**config.mk**
```make
export PLATFORM = sky130hd
export DESIGN_NAME = conv3x3_window
export DESIGN_NICKNAME = d
export VERILOG_FILES = /design/src/rtl/conv_pkg.sv /design/src/rtl/conv_channel_mac.sv /design/src/rtl/conv3x3_window.sv
export SDC_FILE = /design/constraint.sdc
export NUM_CORES = 2
export LEC_CHECK = 0
export BUFFER_PORTS_ARGS = -buffer_cell sky130_fd_sc_hd__buf_2
export CORE_MARGIN = 1.5
export CORE_UTILIZATION = 50
export CTS_BUF_LIST = sky130_fd_sc_hd__clkbuf_4 sky130_fd_sc_hd__clkbuf_8
export DETAILED_ROUTE_END_ITERATION = 7
export PLACE_DENSITY = 0.63
export SKIP_LAST_GASP = 1
export SYNTH_ARGS = -nofsm -noshare
export SYNTH_HDL_FRONTEND = slang
export SYNTH_SLANG_ARGS = --single-unit
```
**constraint.sdc**
```tcl
create_clock -name clk_in -period 8.29 [get_ports clk_in]
set_input_delay 0.4145 -clock clk_in [delete_from_list [all_inputs] [get_ports clk_in]]
set_output_delay 0.4145 -clock clk_in [all_outputs]
set_load 0.03 [all_outputs]
```
**src/rtl/conv_pkg.sv**
```systemverilog
// conv_pkg: shared widths, kernel type and reset kernel for the 3x3
// convolution window stage.
//   R_W/G_W/B_W  - RGB565 channel widths
//   COEFF_WIDTH  - signed coefficient width
//   SUM_WIDTH    - signed accumulator width (holds 9 worst-case products)
//   kernel_t     - 9 coefficients (index 3*row+col) plus right-shift amount
package conv_pkg;
    localparam int R_W         = 5;
    localparam int G_W         = 6;
    localparam int B_W         = 5;
    localparam int COEFF_WIDTH = 8;
    localparam int SUM_WIDTH   = 20;
    localparam int SHIFT_WIDTH = 4;
    localparam int TAPS        = 9;

    typedef struct packed {
        logic [TAPS-1:0][COEFF_WIDTH-1:0] coeff;
        logic [SHIFT_WIDTH-1:0]           shift;
    } kernel_t;

    // Center tap = 1, every other tap 0, no shift.
    localparam kernel_t KERNEL_IDENTITY = kernel_t'({
        {4{COEFF_WIDTH'(0)}}, COEFF_WIDTH'(1), {4{COEFF_WIDTH'(0)}},
        SHIFT_WIDTH'(0)});
endpackage

```
**src/rtl/conv_channel_mac.sv**
```systemverilog
// conv_channel_mac: one colour channel of the 3x3 filter.
//   clk_in, rst_n_in - clock, async active-low reset
//   win              - 3x3 channel window, index 3*row+col (unsigned pixels)
//   kernel           - signed coefficients and right-shift
//   bypass           - pass the center pixel through unfiltered
//   pix_out          - registered result
// Stages: products -> sum -> shift/clamp output register.
module conv_channel_mac
    import conv_pkg::*;
#(
    parameter int W = 5
) (
    input  logic                 clk_in,
    input  logic                 rst_n_in,
    input  logic [TAPS-1:0][W-1:0] win,
    input  kernel_t              kernel,
    input  logic                 bypass,
    output logic [W-1:0]         pix_out
);
    // Zero-extended pixel (W+1) times signed coefficient.
    localparam int PROD_W = W + 1 + COEFF_WIDTH;
    localparam logic signed [SUM_WIDTH-1:0] PIX_MAX = SUM_WIDTH'((1 << W) - 1);

    logic signed [PROD_W-1:0]    prod_q [TAPS];
    logic [SHIFT_WIDTH-1:0]      shift1_q, shift2_q;
    logic                        byp1_q, byp2_q;
    logic [W-1:0]                ctr1_q, ctr2_q;
    logic signed [SUM_WIDTH-1:0] sum_c, sum_q, shr_c;
    logic [W-1:0]                clamp_c;

    always_comb begin
        sum_c = '0;
        for (int i = 0; i < TAPS; i++)
            sum_c = sum_c + SUM_WIDTH'(prod_q[i]);
    end

    always_comb begin
        shr_c   = sum_q >>> shift2_q;
        clamp_c = '0;
        if (shr_c[SUM_WIDTH-1])
            clamp_c = '0;
        else if (shr_c > PIX_MAX)
            clamp_c = '1;
        else
            clamp_c = shr_c[W-1:0];
    end

    always_ff @(posedge clk_in or negedge rst_n_in) begin
        if (!rst_n_in) begin
            for (int i = 0; i < TAPS; i++) prod_q[i] <= '0;
            shift1_q <= '0;
            shift2_q <= '0;
            byp1_q   <= 1'b0;
            byp2_q   <= 1'b0;
            ctr1_q   <= '0;
            ctr2_q   <= '0;
            sum_q    <= '0;
            pix_out  <= '0;
        end else begin
            for (int i = 0; i < TAPS; i++)
                prod_q[i] <= PROD_W'($signed({1'b0, win[i]})) *
                             PROD_W'($signed(kernel.coeff[i]));
            shift1_q <= kernel.shift;
            byp1_q   <= bypass;
            ctr1_q   <= win[4];
            sum_q    <= sum_c;
            shift2_q <= shift1_q;
            byp2_q   <= byp1_q;
            ctr2_q   <= ctr1_q;
            pix_out  <= byp2_q ? ctr2_q : clamp_c;
        end
    end
endmodule

```
**src/rtl/conv3x3_window.sv**
```systemverilog
// conv3x3_window: builds a sliding 3x3 window from incoming pixel columns
// and filters it per RGB565 channel with a programmable signed kernel.
//   clk_in, rst_n_in   - clock, async active-low reset
//   data_in            - column [0]=top, [1]=center, [2]=bottom row
//   hcount_in/vcount_in- column index / center row index of data_in
//   data_valid_in      - column valid
//   coeffs_in/shift_in - kernel, latched only at the (0,0) column
//   pixel_out, hcount_out, vcount_out, data_valid_out
//                      - filtered pixel 3 edges after the accepting edge
module conv3x3_window #(
    parameter int HRES        = 1280,
    parameter int VRES        = 720,
    parameter int DATA_WIDTH  = 16,
    parameter int COEFF_WIDTH = 8
) (
    input  logic                             clk_in,
    input  logic                             rst_n_in,
    input  logic [2:0][DATA_WIDTH-1:0]       data_in,
    input  logic [$clog2(HRES)-1:0]          hcount_in,
    input  logic [$clog2(VRES)-1:0]          vcount_in,
    input  logic                             data_valid_in,
    input  logic [8:0][COEFF_WIDTH-1:0]      coeffs_in,
    input  logic [3:0]                       shift_in,
    output logic [DATA_WIDTH-1:0]            pixel_out,
    output logic [$clog2(HRES)-1:0]          hcount_out,
    output logic [$clog2(VRES)-1:0]          vcount_out,
    output logic                             data_valid_out
);
    import conv_pkg::*;

    localparam int HW     = $clog2(HRES);
    localparam int VW     = $clog2(VRES);
    localparam int STAGES = 3;

    // Window columns: col_q[0]=W0 (oldest), col_q[2]=W2 (newest).
    logic [2:0][2:0][DATA_WIDTH-1:0] col_q;
    logic                            have_prev_q;
    logic [VW-1:0]                   prev_vc_q;
    kernel_t                         kernel_q;
    logic                            brd_q;
    logic [STAGES:0]                 vld_pipe;
    logic [HW-1:0]                   hc_pipe [STAGES+1];
    logic [VW-1:0]                   vc_pipe [STAGES+1];

    logic          emit_c, brd_c;
    logic [HW-1:0] hc_c;
    logic [VW-1:0] vc_c;

    // A column at h emits column h-1 of the same row; the h==0 column
    // instead flushes the last column of the previous row. Either way the
    // emitted pixel is the post-shift W1 center.
    always_comb begin
        emit_c = data_valid_in & have_prev_q;
        hc_c   = (hcount_in != '0) ? hcount_in - HW'(1) : HW'(HRES - 1);
        vc_c   = (hcount_in != '0) ? vcount_in : prev_vc_q;
        brd_c  = (hc_c == '0) || (hc_c == HW'(HRES - 1)) ||
                 (vc_c == '0) || (vc_c == VW'(VRES - 1));
    end

    always_ff @(posedge clk_in or negedge rst_n_in) begin
        if (!rst_n_in) begin
            col_q       <= '0;
            have_prev_q <= 1'b0;
            prev_vc_q   <= '0;
            kernel_q    <= KERNEL_IDENTITY;
            brd_q       <= 1'b0;
            vld_pipe    <= '0;
            for (int s = 0; s <= STAGES; s++) begin
                hc_pipe[s] <= '0;
                vc_pipe[s] <= '0;
            end
        end else begin
            if (data_valid_in) begin
                col_q[0]    <= col_q[1];
                col_q[1]    <= col_q[2];
                col_q[2]    <= data_in;
                have_prev_q <= 1'b1;
                prev_vc_q   <= vcount_in;
                // Kernel only changes on frame boundaries.
                if (hcount_in == '0 && vcount_in == '0) begin
                    kernel_q.coeff <= coeffs_in;
                    kernel_q.shift <= shift_in;
                end
            end
            if (emit_c) begin
                hc_pipe[0] <= hc_c;
                vc_pipe[0] <= vc_c;
                brd_q      <= brd_c;
            end
            vld_pipe <= {vld_pipe[STAGES-1:0], emit_c};
            for (int s = 1; s <= STAGES; s++) begin
                hc_pipe[s] <= hc_pipe[s-1];
                vc_pipe[s] <= vc_pipe[s-1];
            end
        end
    end

    // Per-channel windows, tap t = 3*row+col.
    logic [TAPS-1:0][R_W-1:0] r_win;
    logic [TAPS-1:0][G_W-1:0] g_win;
    logic [TAPS-1:0][B_W-1:0] b_win;
    logic [R_W-1:0]           r_out;
    logic [G_W-1:0]           g_out;
    logic [B_W-1:0]           b_out;

    for (genvar t = 0; t < TAPS; t++) begin : g_tap
        assign r_win[t] = col_q[t % 3][t / 3][DATA_WIDTH-1 -: R_W];
        assign g_win[t] = col_q[t % 3][t / 3][G_W+B_W-1 -: G_W];
        assign b_win[t] = col_q[t % 3][t / 3][B_W-1:0];
    end

    conv_channel_mac #(.W(R_W)) u_mac_r (
        .clk_in(clk_in), .rst_n_in(rst_n_in), .win(r_win),
        .kernel(kernel_q), .bypass(brd_q), .pix_out(r_out));
    conv_channel_mac #(.W(G_W)) u_mac_g (
        .clk_in(clk_in), .rst_n_in(rst_n_in), .win(g_win),
        .kernel(kernel_q), .bypass(brd_q), .pix_out(g_out));
    conv_channel_mac #(.W(B_W)) u_mac_b (
        .clk_in(clk_in), .rst_n_in(rst_n_in), .win(b_win),
        .kernel(kernel_q), .bypass(brd_q), .pix_out(b_out));

    assign pixel_out      = {r_out, g_out, b_out};
    assign hcount_out     = hc_pipe[STAGES];
    assign vcount_out     = vc_pipe[STAGES];
    assign data_valid_out = vld_pipe[STAGES];
endmodule

```
# ---- Yosys cells after proc, flatten, opt, wreduce, memory -nomap -nowiden
# Index checks and enable logic that the tools add are counted.
dict set report totals {
  ramBits 0
  latchBits 0
  reg_bits 825
  output_inout_bits 38
  memories 0
  romBits 0
  word_cells 156
}
dict set report classes {
  reduce_logical 10
  bitwise_logic 1
  mul 27
  addsub 25
  n_eq_ne 2
  n_mux 11
  div 0
  magnitude_cmp 3
  shifts 3
}
# cell count
set op_table {}
lappend op_table {{6-bit by 8-bit multiplier with 14-bit output} 18}
lappend op_table {{20-bit by 14-bit adder with 20-bit output} 12}
lappend op_table {{7-bit by 8-bit multiplier with 15-bit output} 9}
lappend op_table {{20-bit by 15-bit adder with 20-bit output} 6}
lappend op_table {{20-bit by 4-bit >>> shifter with 20-bit output} 3}
lappend op_table {{20-bit by 6-bit greater-than comparator with 1-bit output (second input constant)} 2}
lappend op_table {{15-bit by 14-bit adder with 16-bit output} 2}
lappend op_table {{14-bit by 14-bit adder with 15-bit output} 2}
lappend op_table {{5-bit two-way mux} 6}
lappend op_table {{11-bit logical NOT} 2}
lappend op_table {{20-bit by 7-bit greater-than comparator with 1-bit output (second input constant)} 1}
lappend op_table {{10-bit logical NOT} 2}
lappend op_table {{6-bit two-way mux} 3}
lappend op_table {{16-bit by 15-bit adder with 17-bit output} 1}
lappend op_table {{15-bit by 15-bit adder with 16-bit output} 1}
lappend op_table {{11-bit equality test (second input constant)} 1}
lappend op_table {{11-bit two-way mux} 1}
lappend op_table {{11-bit nonzero test} 1}
lappend op_table {{11-bit by 1-bit subtractor with 11-bit output (second input constant)} 1}
lappend op_table {{10-bit equality test (second input constant)} 1}
lappend op_table {{10-bit two-way mux} 1}
lappend op_table {{1-bit logical OR} 3}
lappend op_table {{2-bit AND reduction} 1}
lappend op_table {{1-bit bitwise AND} 1}
lappend op_table {{1-bit logical AND} 1}

# ---- Depth between registers and ports, before layout
dict set report logic_depth {
  ltp_word 8
  depth_mapped 24
}

# ---- Modules after synthesis
# From an unflattened synthesis, not the netlist that was laid out.
dict set report hier_totals {
  cells_unflattened 7565
  hier_area_um2 80484.7
}
# module cells_each area_each_um2 instances seq_area_each_um2
set modules_own_cells {}
lappend modules_own_cells {{conv_channel_mac (u_mac_g)} 2735 26611.8 1 4579.4}
lappend modules_own_cells {{conv_channel_mac (u_mac_r)} 2160 21481.9 1 4279.1}
lappend modules_own_cells {{conv_channel_mac (u_mac_b)} 1952 20753.7 1 4279.1}
lappend modules_own_cells {conv3x3_window 718 11637.4 1 8008.9}

# ---- Worst setup path before layout
# No wires, ideal clock.
dict set report synth_timing {
  path_type {register to register}
  startpoint {register u_mac_r.prod_q[85] (netlist bit)}
  endpoint {register u_mac_r.sum_q[19]}
  stages_incl_launch_ff 25
  path_buffers 0
  arrival_ns 5.952
  setup_slack_ns 2.244
  synth_period_minus_slack_ns 6.046
  path_cell_list {dfrtp_1 -> inv_1 -> fa_1 -> inv_1 -> ha_1 -> fa_1 -> a21o_1 -> a21oi_1 -> o211ai_1 -> a21boi_0 -> o21bai_1 -> xor2_1 -> fa_1 -> inv_1 -> fa_1 -> fa_1 -> fa_1 -> inv_1 -> ha_1 -> nand2_1 -> o21ai_0 -> or3_1 -> o21ai_0 -> or3_1 -> a211oi_1}
}
dict set report synth_between {
  elab_chain_cells 7
}
# element line
set synth_lines {}
lappend synth_lines {{start, declared} conv_channel_mac.sv:24} ;# logic signed [PROD_W-1:0] prod_q [TAPS];
lappend synth_lines {{start signal, assigned by index} conv_channel_mac.sv:61} ;# prod_q[i] <= PROD_W'($signed({1'b0, win[i]})) *
lappend synth_lines {{15-bit by 14-bit adder with 16-bit output} conv_channel_mac.sv:34} ;# sum_c = sum_c + SUM_WIDTH'(prod_q[i]);
lappend synth_lines {{20-bit by 14-bit adder with 20-bit output (6 in series)} conv_channel_mac.sv:34}
lappend synth_lines {{named net u_mac_r.sum_c[19]} conv_channel_mac.sv:28} ;# logic signed [SUM_WIDTH-1:0] sum_c, sum_q, shr_c;
lappend synth_lines {{end signal, assigned} conv_channel_mac.sv:66} ;# sum_q <= sum_c;
lappend synth_lines {{end, declared} conv_channel_mac.sv:28}
# The timed path passes the listed nets, and every way through them passes these cells.
# A chain may end at the register's enable or synchronous reset.

# ---- Worst setup path after layout
dict set report layout_timing {
  startpoint {register u_mac_g.prod_q[92] (netlist bit)}
  endpoint {register u_mac_g.sum_q[18]}
}
dict set report layout_between {
  elab_chain_cells 7
}
# element line
set layout_lines {}
lappend layout_lines {{start, declared} conv_channel_mac.sv:24}
lappend layout_lines {{start signal, assigned by index} conv_channel_mac.sv:61}
lappend layout_lines {{16-bit by 15-bit adder with 17-bit output} conv_channel_mac.sv:34}
lappend layout_lines {{20-bit by 15-bit adder with 20-bit output (6 in series)} conv_channel_mac.sv:34}
lappend layout_lines {{named net u_mac_g.sum_c[18]} conv_channel_mac.sv:28}
lappend layout_lines {{end signal, assigned} conv_channel_mac.sv:66}
lappend layout_lines {{end, declared} conv_channel_mac.sv:28}
# The timed path passes the listed nets, and every way through them passes these cells.

==> flow_metrics.py <==
metrics = {
    "run_status": {
        "run_status": "complete, no violations",
    },
    "route": {
        "route.met3.wl_um": 9173,
        "met2_length_um": 93230,
        "routed_wl_um": 203400,
        "highest_layer": "met5",
        "wl_per_cell_um": 19.30,
        "vias": 55100,
        "drc_errors": 0,
        "detail-route-antenna-nets": 0,
        "drt-met1-wl_um": 95560,
        "drt_pass1_iterations": 7,
        "drt-initial-drc-count": 3291,
        "vias_per_cell": 5.229,
    },
    "clock_network": {
        "clkLatencyLatePin_ps": 960,
        "cts_root_buf": "clkbuf_8",
        "cts.sinks": 825,
        "clk_pin_slew_worst_paths_ps": 70,
        "tritoncts": "built",
        "cts_htree_levels": 4,
        "cts-buffers-inserted": 158,
        "ctsResizeCount": 0,
        "cts_buffer_depth": 3,
    },
    "power_and_ir_drop": {
        "p_sw_share_pct": 26.85,
        "power_mw": 9.835,
        "irDropWorstVdd_mv": 0.1554,
        "p_per_area_nw_per_um2": 109.3,
        "clkPwrFrac_pct": 49.1,
        "power_frac_comb_pct": 4.3,
        "pwr-share-seq_pct": 46.6,
        "leakage_nw": 48.48,
        "intPower_mw": 7.194,
        "switchingPower_mw": 2.641,
    },
    "worst_setup_path": {
        "end_kind": "register",
        "rr_endpoint": "u_mac_g.sum_q[18]",
        "crit_fanout": 7,
        "start_kind": "register",
        "crit_start": "u_mac_g.prod_q[92]",
        "ff2ff_path_depth": 20,
        "path_class": "reg2reg",
        "ff2ff_setup_slack_ps": 1600,
        "worst_ep_arrival_time_ps": 7490,
        "crit_required_ps": 9090,
        "timing.rr.start": "u_mac_g.prod_q[92]",
    },
    "floorplan": {
        "die_area_um2": 165500,
        "fp-row-count": 148,
        "die_y_um": 406.8,
        "core-area_um2": 162400,
        "die_w_um": 406.8,
        "start_util_pct": 50.20,
        "io_pins": 186,
    },
    "timing": {
        "tightestPinTransition_ps": 978.5,
        "fin_skew_ps": 60.05,
        "hold_viol": 0,
        "period_needed_ps": 6695,
        "hold_slack_ps": 114.9,
        "finalSetupViolations": 0,
        "fin_crit_sh_pct": 80.76,
        "finalMaxSlewViolations": 0,
        "rsz0062_at_grt": "false",
        "fmax_mhz": 149.4,
        "tns_ps": 0,
        "relSlewSlack_pct": 34.77,
    },
    "yosys": {
        "synth_top_cell_area_share_pct": 25.98,
        "syn_area_um2": 81520,
        "synth_seq_area_share_pct": 25.33,
        "async_reset_ff_share_pct": 100.0,
        "synth_ff_type": "dfrtp_1",
        "ys_ff_latch": 825,
        "yosysWarnings": 0,
        "synth-edff-count": 0,
        "ys_types": 74,
        "ys_top_cells_by_area": "fa_1 (26%), dfrtp_1 (25%), ha_1 (13%), inv_1 (6.9%), and2_1 (6.2%)",
        "synth_nets": 9938,
        "syn_avg_cell_area_um2": 10.31,
        "ys_top_cells_by_count": "inv_1 (1495), fa_1 (1058), ha_1 (828)",
        "yosysMostFrequentCell": "inv_1",
        "synthCells": 7904,
        "synth_top_cell_by_area": "fa_1",
    },
    "grt": {
        "grt_pass1_vias": 58090,
        "antenna_found_initial": 10,
        "grt_pass1_wl_um": 325800,
        "grt_use_total_pct": 25.63,
        "grt_overflow_total": 0,
        "grt_max_degree": 178,
    },
    "flow_run": {
        "maxCapViolations": 0,
    },
    "placed_design": {
        "place_congestion": 0.9356,
        "portBuffers": 185,
        "post-dp-hpwl_um": 161700,
    },
    "finish": {
        "drive_gt1_share_pct": 9.897,
        "finalNetCount": 10270,
        "area_growth_pct": 10.35,
    },
    "min_path": {
        "min_path_type": "in2async",
    },
}
[registers in the layout (all words and copies together), names as in the netlist, 10 cells and up]
| register | flops |
|---|---|
| vcount_out | 10 |
| kernel_q | 76 |
| col_q | 99 |
| hcount_out | 11 |
| u_mac_g.prod_q | 135 |
| u_mac_r.prod_q | 126 |
| u_mac_g.sum_q | 20 |
| u_mac_r.sum_q | 20 |
| u_mac_b.sum_q | 20 |
| hc_pipe | 33 |
| vc_pipe | 30 |
| b_win | 45 |
| u_mac_b.prod_q | 126 |
| prev_vc_q | 10 |
[cells in the final DEF (no fill, tap or decap), drive strengths merged, types with 22 or more instances in the layout]
| cell type | count |
|---|---|
| inv | 1508 |
| fa | 1058 |
| ha | 828 |
| dfrtp | 824 |
| and2 | 811 |
| nand2 | 529 |
| xnor2 | 314 |
| nor2 | 304 |
| mux2 | 251 |
| a21oi | 244 |
| buf | 221 |
| clkbuf | 218 |
| o21ai | 180 |
| dlygate4sd3 | 150 |
| xor2 | 94 |
| a21o | 83 |
| nor3 | 77 |
| a211oi | 68 |
| o21a | 47 |
| mux2i | 40 |
| clkinv | 36 |
| o211ai | 35 |
| nand3 | 34 |
| mux4 | 33 |
| nand2b | 30 |
| o41ai | 27 |
| a31oi | 26 |
| or4 | 22 |
[final cells by class]
cell class / instances / area (um2)
multi-input cells: 5376 / 54390
fillers: 14220 / 72440
diodes: 7 / 17.52
clock inverters: 68 / 949.7
clock buffers: 217 / 2849
inverters: 1498 / 5623
well taps: 2175 / 2721
flip-flops and latches: 825 / 20650
repair buffers: 372 / 2761
[routing by layer]
layer	track usage, %	vias up
met5	0	-
met4	7.175	2
met3	3.666	272
met2	40.83	1100
met1	36.57	28050
li1	-	25680
[worst max path at each step]
| stage | slack [ps] | end | cells after the start |
|---|---|---|---|
| 2_1_floorplan | 2240 | u_mac_r.sum_q[19] | 24 |
| 3_3_place_gp | 1750 | u_mac_g.sum_q[18] | 20 |
| 3_5_place_dp | 1720 | u_mac_g.sum_q[19] | 21 |
| 4_1_cts | 1640 | u_mac_g.sum_q[18] | 20 |
| 5_1_grt | 1260 | u_mac_g.sum_q[18] | 20 |
| 6_report | 1600 | u_mac_g.sum_q[18] | 20 |
[power by group through the flow]
stage | Clock, mW | Combinational, mW | Sequential [mW]
6_report | 4.83 | 0.419 | 4.59
5_1_grt | 5.15 | 0.466 | 4.62
4_1_cts | 4.97 | 0.426 | 4.59
3_5_place_dp | 0 | 0.369 | 4.66
3_3_place_gp | 0 | 0.361 | 4.65
2_1_floorplan | 0 | 0.250 | 4.42
[timing repair]
action	CTS	global route
hold buffers	150	0
hold endpoints to repair	250	0
setup buffers	0	0
[stage by stage]
stage / worst slack, ps / cells / utilization [%] / cell area [um2]
after floorplan: 2244 / 7904 / - / 81520
after global routing: 1262 / 10530 / 55.39 / 89950
after global placement: 1746 / 10100 / 52.12 / 84640
after CTS: 1643 / 10530 / 55.38 / 89940
final: 1595 / 10540 / 55.39 / 89960
after detailed placement: 1718 / 10100 / 52.12 / 84640
[cells by family after synthesis]
logic type / after synthesis / synth area share [%]
and+or+nand+nor: 1904 / 11.99
adders and majority gates: 1886 / 38.69
buffers and inverters: 1703 / 7.963
AOI/OAI and AO/OA: 854 / 6.759
DFF: 825 / 25.33
xor gates and xnor gates: 408 / 4.383
muxes: 324 / 4.884
[critical path, cell delays in order, from the launching register on]
cell	delay (ps)
dfrtp_1	390
fa_1	580
ha_1	240
a21oi_1	220
o211ai_1	200
o211a_1	270
o21ai_0	260
mux2_2	360
a2111oi_0	560
buf_4	230
fa_1	420
fa_1	400
fa_1	530
inv_1	50
fa_1	430
ha_1	390
a21o_1	210
a21oi_1	220
o31ai_1	180
o31a_1	280
xor2_1	150
Note: power is estimated with default switching activity, not from simulation.
